===== config.mk =====
export PLATFORM = sky130hd
export DESIGN_NAME = shift194_seq
export DESIGN_NICKNAME = d
export VERILOG_FILES = /design/src/rtl/shift194_seq.sv
export SDC_FILE = /design/constraint.sdc
export NUM_CORES = 1
export LEC_CHECK = 0
export CAP_MARGIN = 25
export CORE_MARGIN = 1
export CORE_UTILIZATION = 35
export CTS_CLUSTER_SIZE = 14
export DETAILED_ROUTE_END_ITERATION = 12
export DONT_BUFFER_PORTS = 1
export PLACE_DENSITY_LB_ADDON = 0.25
export SKIP_CTS_REPAIR_TIMING = 1
export SYNTH_ARGS = -nofsm -noshare
export SYNTH_HDL_FRONTEND = slang
export SYNTH_SLANG_ARGS = --single-unit

===== constraint.sdc =====
create_clock -name CLK -period 1.9 [get_ports CLK]
set_input_delay 0.095 -clock CLK [delete_from_list [all_inputs] [get_ports CLK]]
set_output_delay 0.095 -clock CLK [all_outputs]
set_load 0.05 [all_outputs]

===== src/rtl/shift194_seq.sv =====
// Command sequencer for a 4-bit universal shift register: parallel load, then COUNT shifts.
// Ports: CLK, CLR_L, START, DIR, SIN, DIN, COUNT in; S1/S0, A-D, RIN/LIN, BUSY, DONE, MIRROR out.
module shift194_seq #(
  parameter int CNT_W = 3
) (
  input  logic             CLK,
  input  logic             CLR_L,
  input  logic             START,
  input  logic             DIR,
  input  logic             SIN,
  input  logic [3:0]       DIN,
  input  logic [CNT_W-1:0] COUNT,
  output logic             S1,
  output logic             S0,
  output logic             A,
  output logic             B,
  output logic             C,
  output logic             D,
  output logic             RIN,
  output logic             LIN,
  output logic             BUSY,
  output logic             DONE,
  output logic [3:0]       MIRROR
);

  typedef enum logic [1:0] {
    IDLE,
    LOAD,
    SHIFT,
    FIN
  } state_e;

  state_e state_q, state_d;

  logic [3:0]       din_q, din_d;
  logic             dir_q, dir_d;
  logic             sin_q, sin_d;
  logic [CNT_W-1:0] cnt_q, cnt_d;
  logic [3:0]       mir_q, mir_d;

  logic [1:0] s_q, s_d;
  logic       rin_q, rin_d;
  logic       lin_q, lin_d;
  logic       busy_q, busy_d;
  logic       done_q, done_d;

  // State register
  always_ff @(posedge CLK) begin
    if (!CLR_L) state_q <= IDLE;
    else        state_q <= state_d;
  end

  // Next-state logic
  always_comb begin
    state_d = state_q;
    unique case (state_q)
      IDLE:    if (START) state_d = LOAD;
      LOAD:    state_d = (cnt_q != '0) ? SHIFT : FIN;
      // Last shift edge is the one that takes the counter from 1 to 0
      SHIFT:   if (cnt_q == CNT_W'(1)) state_d = FIN;
      FIN:     state_d = IDLE;
      default: state_d = IDLE;
    endcase
  end

  // Command latch, shift counter and shadow copy of the register
  always_comb begin
    din_d = din_q;
    dir_d = dir_q;
    sin_d = sin_q;
    cnt_d = cnt_q;
    mir_d = mir_q;
    unique case (state_q)
      IDLE: begin
        if (START) begin
          din_d = DIN;
          dir_d = DIR;
          sin_d = SIN;
          cnt_d = COUNT;
        end
      end
      LOAD: mir_d = din_q;
      SHIFT: begin
        mir_d = dir_q ? {sin_q, mir_q[3:1]}
                      : {mir_q[2:0], sin_q};
        cnt_d = cnt_q - CNT_W'(1);
      end
      default: ;
    endcase
  end

  always_ff @(posedge CLK) begin
    if (!CLR_L) begin
      din_q <= '0;
      dir_q <= 1'b0;
      sin_q <= 1'b0;
      cnt_q <= '0;
      mir_q <= '0;
    end else begin
      din_q <= din_d;
      dir_q <= dir_d;
      sin_q <= sin_d;
      cnt_q <= cnt_d;
      mir_q <= mir_d;
    end
  end

  // Outputs are decoded from the upcoming state and registered,
  // so every output is a flop with no path from the inputs.
  always_comb begin
    s_d    = 2'b00;
    rin_d  = 1'b0;
    lin_d  = 1'b0;
    busy_d = 1'b0;
    done_d = 1'b0;
    unique case (state_d)
      IDLE: ;
      LOAD: begin
        s_d    = 2'b11;
        busy_d = 1'b1;
      end
      SHIFT: begin
        s_d    = dir_d ? 2'b01 : 2'b10;
        rin_d  = dir_d & sin_d;
        lin_d  = ~dir_d & sin_d;
        busy_d = 1'b1;
      end
      FIN: begin
        busy_d = 1'b1;
        done_d = 1'b1;
      end
      default: ;
    endcase
  end

  always_ff @(posedge CLK) begin
    if (!CLR_L) begin
      s_q    <= 2'b00;
      rin_q  <= 1'b0;
      lin_q  <= 1'b0;
      busy_q <= 1'b0;
      done_q <= 1'b0;
    end else begin
      s_q    <= s_d;
      rin_q  <= rin_d;
      lin_q  <= lin_d;
      busy_q <= busy_d;
      done_q <= done_d;
    end
  end

  assign S1     = s_q[1];
  assign S0     = s_q[0];
  // Parallel lines keep the last latched word; ignored unless S=11
  assign A      = din_q[3];
  assign B      = din_q[2];
  assign C      = din_q[1];
  assign D      = din_q[0];
  assign RIN    = rin_q;
  assign LIN    = lin_q;
  assign BUSY   = busy_q;
  assign DONE   = done_q;
  assign MIRROR = mir_q;

endmodule


**After elaboration in Yosys (flattened, before gate mapping)**

Index checks and enable logic that the tools add are counted.

- Logic and storage cells: 47
- Flip-flop bits (word level): 21
- Bits of input ports: 12

- Equality and inequality tests: 8
- Reductions and logical operators: 8
- Mux-type cells: 16
- Add/subtract/negate cells: 1
- Bitwise gates (word level): 3

Operator list:

| kind | count |
|---|---|
| == test 2 bit (second input constant) | 4 |
| one-hot mux 2 bit (4 select lines) | 1 |
| one-hot mux 4 bit (2 select lines) | 1 |
| 2-to-1 mux 1 bit | 7 |
| 2-to-1 mux 2 bit | 3 |
| one-hot mux 3 bit (2 select lines) | 1 |
| AND reduction 2 bit | 3 |
| == test 2 x 1 -> 1 bit (second input constant) | 2 |
| 2-to-1 mux 4 bit | 1 |
| one-hot mux 2 bit (2 select lines) | 1 |
| nonzero test 2 bit | 2 |
| == test 3 x 1 -> 1 bit (second input constant) | 1 |
| 2-to-1 mux 3 bit | 1 |
| nonzero test 3 bit | 1 |
| OR reduction 3 bit | 1 |
| subtractor 3 x 1 -> 3 bit (second input constant) | 1 |
| bitwise AND 1 bit | 2 |
| logical NOT 2 bit | 1 |
| inequality test 2 bit (second input constant) | 1 |
| NOT 1 bit | 1 |

**Longest topological paths before layout**

Gate-level depths: netlist of the first run.

- Word-level depth: 6
- Gate-level depth with buffers: 9
- Gate-level depth less buffers: 9

**Worst setup path after synthesis of the first run**

Ideal clock, no wire load.

- Path type: reg-to-reg
- Start point: reg state_q[0]
- End point: reg s_q[0]
- Setup slack: 0.030 ns
- Data required time: 1.826 ns
- Setup time: 0.074 ns
- Clock period less this slack: 1.870 ns
- Stages on the path, launching flop included: 10
- Arrival time: 1.795 ns
- Cells stage by stage: dfxtp_1 -> inv_1 -> ha_1 -> buf_6 -> or3b_1 -> a21boi_0 -> ha_1 -> nor2b_1 -> nand2_1 -> o21ai_0

- Longest elaborated chain between the ends: 4
- Elaborated cells between the ends (all ways): 12
- Those cells by class: eq/ne (5); mux (6); reduce/logical (1)

Ends and longest elaborated chain:

| element | line | source |
|---|---|---|
| start: declaration | 33 | `state_e state_q, state_d;` |
| start signal: assignment | 50 | `else state_q <= state_d;` |
| == test 2 bit (tied with other cells) | 56 | `unique case (state_q)` |
| one-hot mux 2 bit (4 select lines) * | 56 |  |
| named net state_d[0] | 33 |  |
| == test 2 bit / == test 2 x 1 -> 1 bit (equally long branches) | 116 | `unique case (state_d)` |
| one-hot mux 2 bit (2 select lines) * | 116 |  |
| end signal: assignment | 138 | `s_q <= 2'b00;` |
| end signal: assignment | 144 | `s_q <= s_d;` |
| end: declaration | 41 | `logic [1:0] s_q, s_d;` |

The timed path passes the listed nets; every way through them passes the cells marked *.
A chain may end at the register's enable or synchronous reset.

**Worst setup path after layout of the first run**

- Start point: reg state_q[1]
- End point: reg s_q[0]

The elaborated chain is that of the path after synthesis.

==> reports/summary.txt, run 1 <==
outcome - finished, violations left
failing checks - design-rule violations
Critical Path Start Type - flip-flop
final setup vio count - 0
Post-synth top cells - 21 x dfxtp_1, 11 x nor2b_1, 10 x a21oi_1, 10 x ha_1, 10 x nand2_1
Worst Setup SP - state_q[1]
Nets - 161
Total GRT Usage - 13.8%
most numerous cell on the critical path - buf_4
Worst Setup End Kind - flip-flop
post-layout min period - 1760 ps
Leak - 0.585 nW
via count - 877
CTS clk-pin slew, worst paths - 110 ps
WHS Endpoint - dir_q
Layout area overhead - 25.4%
drt total wl - 2300 um
io pins - 26
Placer Congestion - 0.784
f_max - 569 MHz
HPWL Detailed - 1580 um
DRC viols - 1
Iter 0 DRT Violations - 16
H-tree levels - 1
diode count - 0
EDFF count, synth - 0
fillers - 278
min-delay worst type - input pin to flip-flop
unrepaired setup endpoints after global routing - no
top-count cell post-synth - dfxtp_1
Power Density - 1160 nW/um2
largest net degree at the start of global routing - 17
Pre-antenna DRT Iters - 8
worst reg2reg setup slack - 140 ps
layout cells sized above 1 - 23.9%
top-area cell type share of the netlist area - 38.8%
DR vias/cell - 5.19
CTS tree - yes
FF-to-FF path depth - 9
Reg2Reg Launch Point - state_q[1]
area leader, netlist - dfxtp_1
GR Overflow Total - 0
Total Neg Setup Slack - 0 ps
Clock Latency Late Sink - 300 ps
die area - 3320 um2
Initial Util - 38.0%
final hold vios - 0
CP Cell Sequence - inv_2, ha_4, buf_4, mux2i_4, buf_4, inv_1, ha_1, nand2_1, o21ai_1
mapped cell area - 1080 um2
Worst Slack Setup Final - 141 ps
slew margin rel. - 68.3%
clk root buf - clkbuf_4
number of nets with antenna violations after routing - 0
CTS Buf Count - 3
hold_sp - DIR
Worst Path Arrival - 1950 ps
CP Class - flip-flop to flip-flop
FF-to-FF End - s_q[0]
Mapped Nets - 139
synthesis warning total - 0
#FFs+latches synth - 21
Rows - 19
Pins Over Slew Limit - 0
Die Wd - 57.6 um
sequential-to-total area share from yosys stat - 38.8%
VDD IR max - 616 uV
top_reg_cell synth - dfxtp_1
Core Region - 2850 um2
DIE HEIGHT - 57.6 um
Setup Skew - 2.32 ps
Synth cell types - 29
global-route wire length before repair - 3440 um
clock sinks - 21
initial antenna violation count - 0
WHS Path Cells - 2
Worst Path Required - 2090 ps
actual slew at the worst max-slew pin - 474 ps
clk buf depth - 2
number of global-route vias before repair - 762
Avg WL per Cell - 13.6 um
Avg Cell Area, Syn - 9.26 um2
Syn Inst Count - 117
critical path's slowest cell - dfxtp_2
final period utilization - 92.6%
CP Max Fanout - 7
pre-CTS WS - -20.3 ps
Synth area leaders - dfxtp_1 39%, ha_1 12%, mux2i_1 6.5%
IO Port Bufs - 0
Max-Cap Viols - 0
crit-path max cell delay - 350 ps
ys async rst share - 0%
## critical path, delay by kind of cell (launching register included)
| family | cells | cell delay (ps) |
|---|---|---|
| buffers and inverters | 4 | 480 |
| adder cells (fa/ha/maj) | 2 | 360 |
| AO/OA/AOI/OAI | 1 | 70 |
| AND/OR/NAND/NOR | 1 | 90 |
| multiplexers | 1 | 300 |
| flip-flops | 1 | 350 |
## area by class of cell
cell class / instances / area [um2] / area share (%)
flip-flops and latches: 21 / 423 / 31.1
clock buffers: 4 / 26.3 / 1.93
well taps: 31 / 38.8 / 2.85
inverters: 8 / 30.0 / 2.21
multi-input cells: 83 / 658 / 48.4
repair buffers: 22 / 183 / 13.4
## cells by family (layout without fill, tap and decap cells)
logic type / count (synthesis) / in the layout / share of synthesized area, %
and+or+nand+nor: 35 / 35 / 17.1
buffers and inverters: 13 / 34 / 6.35
adders and majority gates: 10 / 10 / 11.5
DFF: 21 / 21 / 38.8
muxes: 9 / 9 / 9.93
AOI/OAI and AO/OA: 29 / 29 / 16.3
## metal layers
metal  vias up  wire length [um]  global-route usage [%]
li1        445                 -                       -
met1       406              1060                    18.5
met2        24              1080                    20.8
met3         2               146                    5.80
met4         0                16                    3.14
met5         -                 0                       0
## metrics by stage
step	hold slack, ps	util, %	cells	power (mW)	instance area, um2
5_1_grt	4.68	47.6	169	1.69	1360
3_3_place_gp	217	41.7	157	1.21	1190
6_report	1.19	47.6	169	1.58	1360
2_1_floorplan	243	-	117	1.09	1080
3_5_place_dp	219	41.7	157	1.23	1190
4_1_cts	-106	42.6	161	1.44	1210
## registers in the layout (all words and copies together) (netlist names), 2 cells and up
name / count
cnt_q: 3
din_q: 4
MIRROR: 4
state_q: 2
s_q: 2
## power by group
part,leakage [nW],internal [mW],switching [mW]
Combinational,0.398,0.323,0.375
Sequential,0.173,0.519,0.147
Clock,0.0150,0.0817,0.130
Total,0.585,0.924,0.652
## how the worst max path moves through the flow
stage,end,slack [ps],depth (start not counted)
after floorplan,s_q[0],30,9
after global placement,s_q[0],100,8
after detailed placement,s_q[0],-20,8
after CTS,s_q[0],-60,8
after global routing,s_q[0],20,9
final,s_q[0],140,9
## layout by cell type, fill, tap and decap left out, drive strengths merged
| cell | instances |
|---|---|
| dfxtp | 21 |
| buf | 15 |
| nor2b | 11 |
| nand2 | 11 |
| a21oi | 10 |
| ha | 10 |
| mux2i | 8 |
| o21ai | 8 |
| dlygate4sd3 | 7 |
| inv | 7 |
| nand3 | 4 |
| nor2 | 4 |
| o21a | 4 |
| clkbuf | 4 |
| and3 | 2 |
| a31oi | 2 |
| or3b | 1 |
| a21bo | 1 |
| a21boi | 1 |
| clkinv | 1 |
| nor3 | 1 |
| a211oi | 1 |
| o32ai | 1 |
| mux2 | 1 |
| and2 | 1 |
| o311a | 1 |
(Power assumes the default switching activity.)
==> run 2: changes to the inputs <==
--- a/config.mk
+++ b/config.mk
@@ -11,6 +11,7 @@
 export CTS_CLUSTER_SIZE = 14
 export DETAILED_ROUTE_END_ITERATION = 12
 export DONT_BUFFER_PORTS = 1
+export MAX_ROUTING_LAYER = met4
 export PLACE_DENSITY_LB_ADDON = 0.25
 export SKIP_CTS_REPAIR_TIMING = 1
 export SYNTH_ARGS = -nofsm -noshare
==> reports/summary.txt, run 2 (synthesized netlist as in run 1, its figures left out) <==
outcome - finished, violations left
failing checks - design-rule violations, negative hold slack
FF-to-FF End - s_q[0]
Nets - 161
Core Region - 2850 um2
Critical Path Start Type - flip-flop
Layout area overhead - 25.4%
diode count - 0
GR Overflow Total - 0
clk root buf - clkbuf_4
Design Area, Final - 1360 um2
min-delay worst type - input pin to flip-flop
H-tree levels - 1
clk buf depth - 2
WHS Path Cells - 2
Avg WL per Cell - 13.7 um
worst reg2reg setup slack - 140 ps
non-filler cells, final - 169
final period utilization - 92.8%
Total GRT Usage - 14.2%
CP Max Fanout - 7
Pins Over Slew Limit - 0
number of global-route vias before repair - 761
DRC viols - 1
Worst Slack Setup Final - 138 ps
CTS clk-pin slew, worst paths - 110 ps
Max-Cap Viols - 0
Rows - 19
actual slew at the worst max-slew pin - 474 ps
post-layout min period - 1760 ps
via count - 873
Worst Path Required - 2090 ps
largest net degree at the start of global routing - 17
DR vias/cell - 5.17
pre-CTS WS - -20.3 ps
Worst Setup End Kind - flip-flop
hold_ws - -0.625 ps
Placer Congestion - 0.795
WHS Endpoint - dir_q
number of nets with antenna violations after routing - 0
unrepaired setup endpoints after global routing - no
die area - 3320 um2
final setup vio count - 0
DIE HEIGHT - 57.6 um
Leak - 0.585 nW
HPWL Detailed - 1580 um
CTS tree - yes
Power Density - 1160 nW/um2
drt total wl - 2310 um
commonest non-fill, non-tap cell in the layout - dfxtp_1
most frequent cells in the layout - 19 x dfxtp_1, 15 x buf_4, 10 x nor2b_1, 10 x nand2_1, 10 x a21oi_1
initial antenna violation count - 0
CP Class - flip-flop to flip-flop
Clock Latency Late Sink - 300 ps
Setup Skew - 5.29 ps
placed instance area - 1190 um2
Total Neg Setup Slack - 0 ps
slew margin rel. - 68.3%
hold_sp - DIR
final hold vios - 1
Util after Layout - 47.6%
IO Port Bufs - 0
CTS Buf Count - 3
Initial Util - 38.0%
Reg2Reg Launch Point - state_q[1]
global-route wire length before repair - 3450 um
Worst Path Arrival - 1960 ps
layout cells sized above 1 - 23.9%
io pins - 26
Pre-antenna DRT Iters - 8
Die Wd - 57.6 um
Iter 0 DRT Violations - 17
dpl cells - 157
VDD IR max - 620 uV
FF-to-FF path depth - 9
f_max - 567 MHz
clock sinks - 21
## run 2: metal layers
layer	track usage [%]	share of wire, %
met5	-	0
met4	3.14	0.61
met3	5.58	5.5
met2	20.8	47
met1	18.6	47
## run 2: layout make-up
cell class,count,area (um2)
fill,278,1490
clock buffer,4,26.3
timing repair buffer,22,183
inverter,8,30.0
tap,31,38.8
sequential,21,423
multi-input combinational,83,658
## run 2: critical path, cell delays in order, from the launching register on
cell	delay, ps
dfxtp_2	350
inv_2	80
ha_4	140
buf_4	190
mux2i_4	300
buf_4	160
inv_1	50
ha_1	220
nand2_1	90
o21ai_1	70
## run 2: worst max path at each step
| stage | start | end | slack [ps] |
|---|---|---|---|
| finish | state_q[1] | s_q[0] | 140 |
| global route | state_q[1] | s_q[0] | 20 |
| CTS | state_q[0] | s_q[0] | -60 |
| detailed placement | state_q[0] | s_q[0] | -20 |
| global placement | state_q[0] | s_q[0] | 100 |
| floorplan | state_q[0] | s_q[0] | 30 |
## run 2: report_power, final
group | switching (mW) | internal (mW)
combinational | 0.377 | 0.323
clock | 0.131 | 0.0818
sequential | 0.147 | 0.519
total | 0.655 | 0.924
## run 2: metrics by stage
step	power [mW]	hold slack [ps]
3_3_place_gp	1.21	217
2_1_floorplan	1.09	243
5_1_grt	1.69	4.68
4_1_cts	1.44	-106
6_report	1.58	-0.625
3_5_place_dp	1.23	219
==> run 3: changes to the inputs <==
==> constraint.sdc (replaced) <==
create_clock -name CLK -period 2 [get_ports CLK]
set_input_delay 0.1 -clock CLK [delete_from_list [all_inputs] [get_ports CLK]]
set_output_delay 0.1 -clock CLK [all_outputs]
set_load 0.05 [all_outputs]
==> reports/summary.txt, run 3 (synthesized netlist as in run 1, its figures left out) <==
Total Neg Setup Slack - 0 ps
io pins - 26
largest net degree at the start of global routing - 17
DIE HEIGHT - 57.6 um
drt total wl - 2180 um
Initial Util - 38.0%
Iter 0 DRT Violations - 15
met2 routed WL - 1040 um
Top delay family on crit path - simple AND/OR/NAND/NOR gates
FF-to-FF path depth - 8
Layout area overhead - 20.1%
clk buf depth - 2
CP Cell Sequence - inv_2, ha_4, or3b_1, a21boi_1, ha_1, nor2b_1, nand2_1, o21ai_1
hold_ws - 30.8 ps
layout cells sized above 1 - 16.8%
Pins Over Slew Limit - 0
critical path's slowest cell - or3b_1
Setup Skew - 3.54 ps
outcome - finished, violations left
Core Region - 2850 um2
Worst Path Arrival - 2070 ps
clk root buf - clkbuf_4
min-delay worst type - input pin to flip-flop
number of global-route vias before repair - 800
CTS Buf Count - 3
Worst Slack Setup Final - 177 ps
initial antenna violation count - 0
placed instance area - 1180 um2
f_max - 549 MHz
H-tree levels - 1
Avg WL per Cell - 13.0 um
Reg2Reg Launch Point - state_q[0]
unrepaired setup endpoints after global routing - no
DR vias/cell - 5.13
met3 WL - 127 um
Top Metal Used - met4
Critical Path Start Type - flip-flop
Nets - 160
Storage cell area - 420 um2
CP Class - flip-flop to flip-flop
Power Density - 1080 nW/um2
pre-CTS WS - 78.3 ps
CTS clk-pin slew, worst paths - 120 ps
final period utilization - 91.2%
WHS Endpoint - din_q[1]
Worst Setup End Kind - flip-flop
Rows - 19
Max-Cap Viols - 0
crit-path max cell delay - 370 ps
dpl cells - 156
final hold vios - 0
Worst Path Required - 2240 ps
slew margin rel. - 68.4%
global-route wire length before repair - 3500 um
clock sinks - 21
CP bufs+invs - 1
VDD IR max - 571 uV
FF-to-FF End - s_q[1]
via count - 861
HPWL Detailed - 1540 um
area of the multi-input gates - 607 um2
GR Overflow Total - 0
post-layout min period - 1820 ps
most frequent cells in the layout - 21 x dfxtp_1, 13 x buf_4, 11 x nor2b_1
fillers - 278
Leak - 0.574 nW
Placer Congestion - 0.767
failing checks - design-rule violations
IO Port Bufs - 0
WHS Path Cells - 3
actual slew at the worst max-slew pin - 474 ps
number of nets with antenna violations after routing - 0
diode count - 0
die area - 3320 um2
M1 WL - 1000 um
commonest non-fill, non-tap cell in the layout - dfxtp_1
worst reg2reg setup slack - 180 ps
CP Max Fanout - 5
Clock Latency Late Sink - 300 ps
hold_sp - START
final setup vio count - 0
DRC viols - 1
non-filler cells, final - 168
Design Area, Final - 1300 um2
Total GRT Usage - 14.2%
CTS tree - yes
Die Wd - 57.6 um
Pre-antenna DRT Iters - 8
-- run 3: final cells by class --
class	count	area share, %
multi-input cells	83	46.6
flip-flops and latches	21	32.3
repair buffers	21	13.7
well taps	31	2.98
inverters	8	2.31
clock buffers	3	1.73
clock inverters	1	0.385
-- run 3: stage by stage --
step / power, mW / utilization, %
2_1_floorplan: 1.04 / -
3_3_place_gp: 1.15 / 41.4
3_5_place_dp: 1.16 / 41.4
4_1_cts: 1.37 / 42.4
5_1_grt: 1.51 / 45.6
6_report: 1.40 / 45.6
-- run 3: power breakdown --
part	total (mW)	switching (mW)	internal, mW
Sequential	0.633	0.142	0.491
Combinational	0.564	0.315	0.249
Clock	0.203	0.129	0.0745
-- run 3: layer usage --
layer  vias up  global-route usage (%)
met5         -                       -
met4         0                    3.14
met3         2                    4.24
met2        24                    23.4
met1       397                    17.2
li1        438                       -
-- run 3: tightest hold or removal path, cell delays in order --
cell and delay (ps):
nand2_4 70, nand2_1 80, a21oi_1 50
-- run 3: worst max path at each step --
stage,from,endpoint,slack (ps),depth (start not counted)
2_1_floorplan,state_q[0],s_q[0],130,9
3_3_place_gp,state_q[0],s_q[0],130,8
3_5_place_dp,state_q[0],s_q[0],80,8
4_1_cts,state_q[0],s_q[0],40,8
5_1_grt,state_q[0],s_q[0],20,8
6_report,state_q[0],s_q[1],180,8
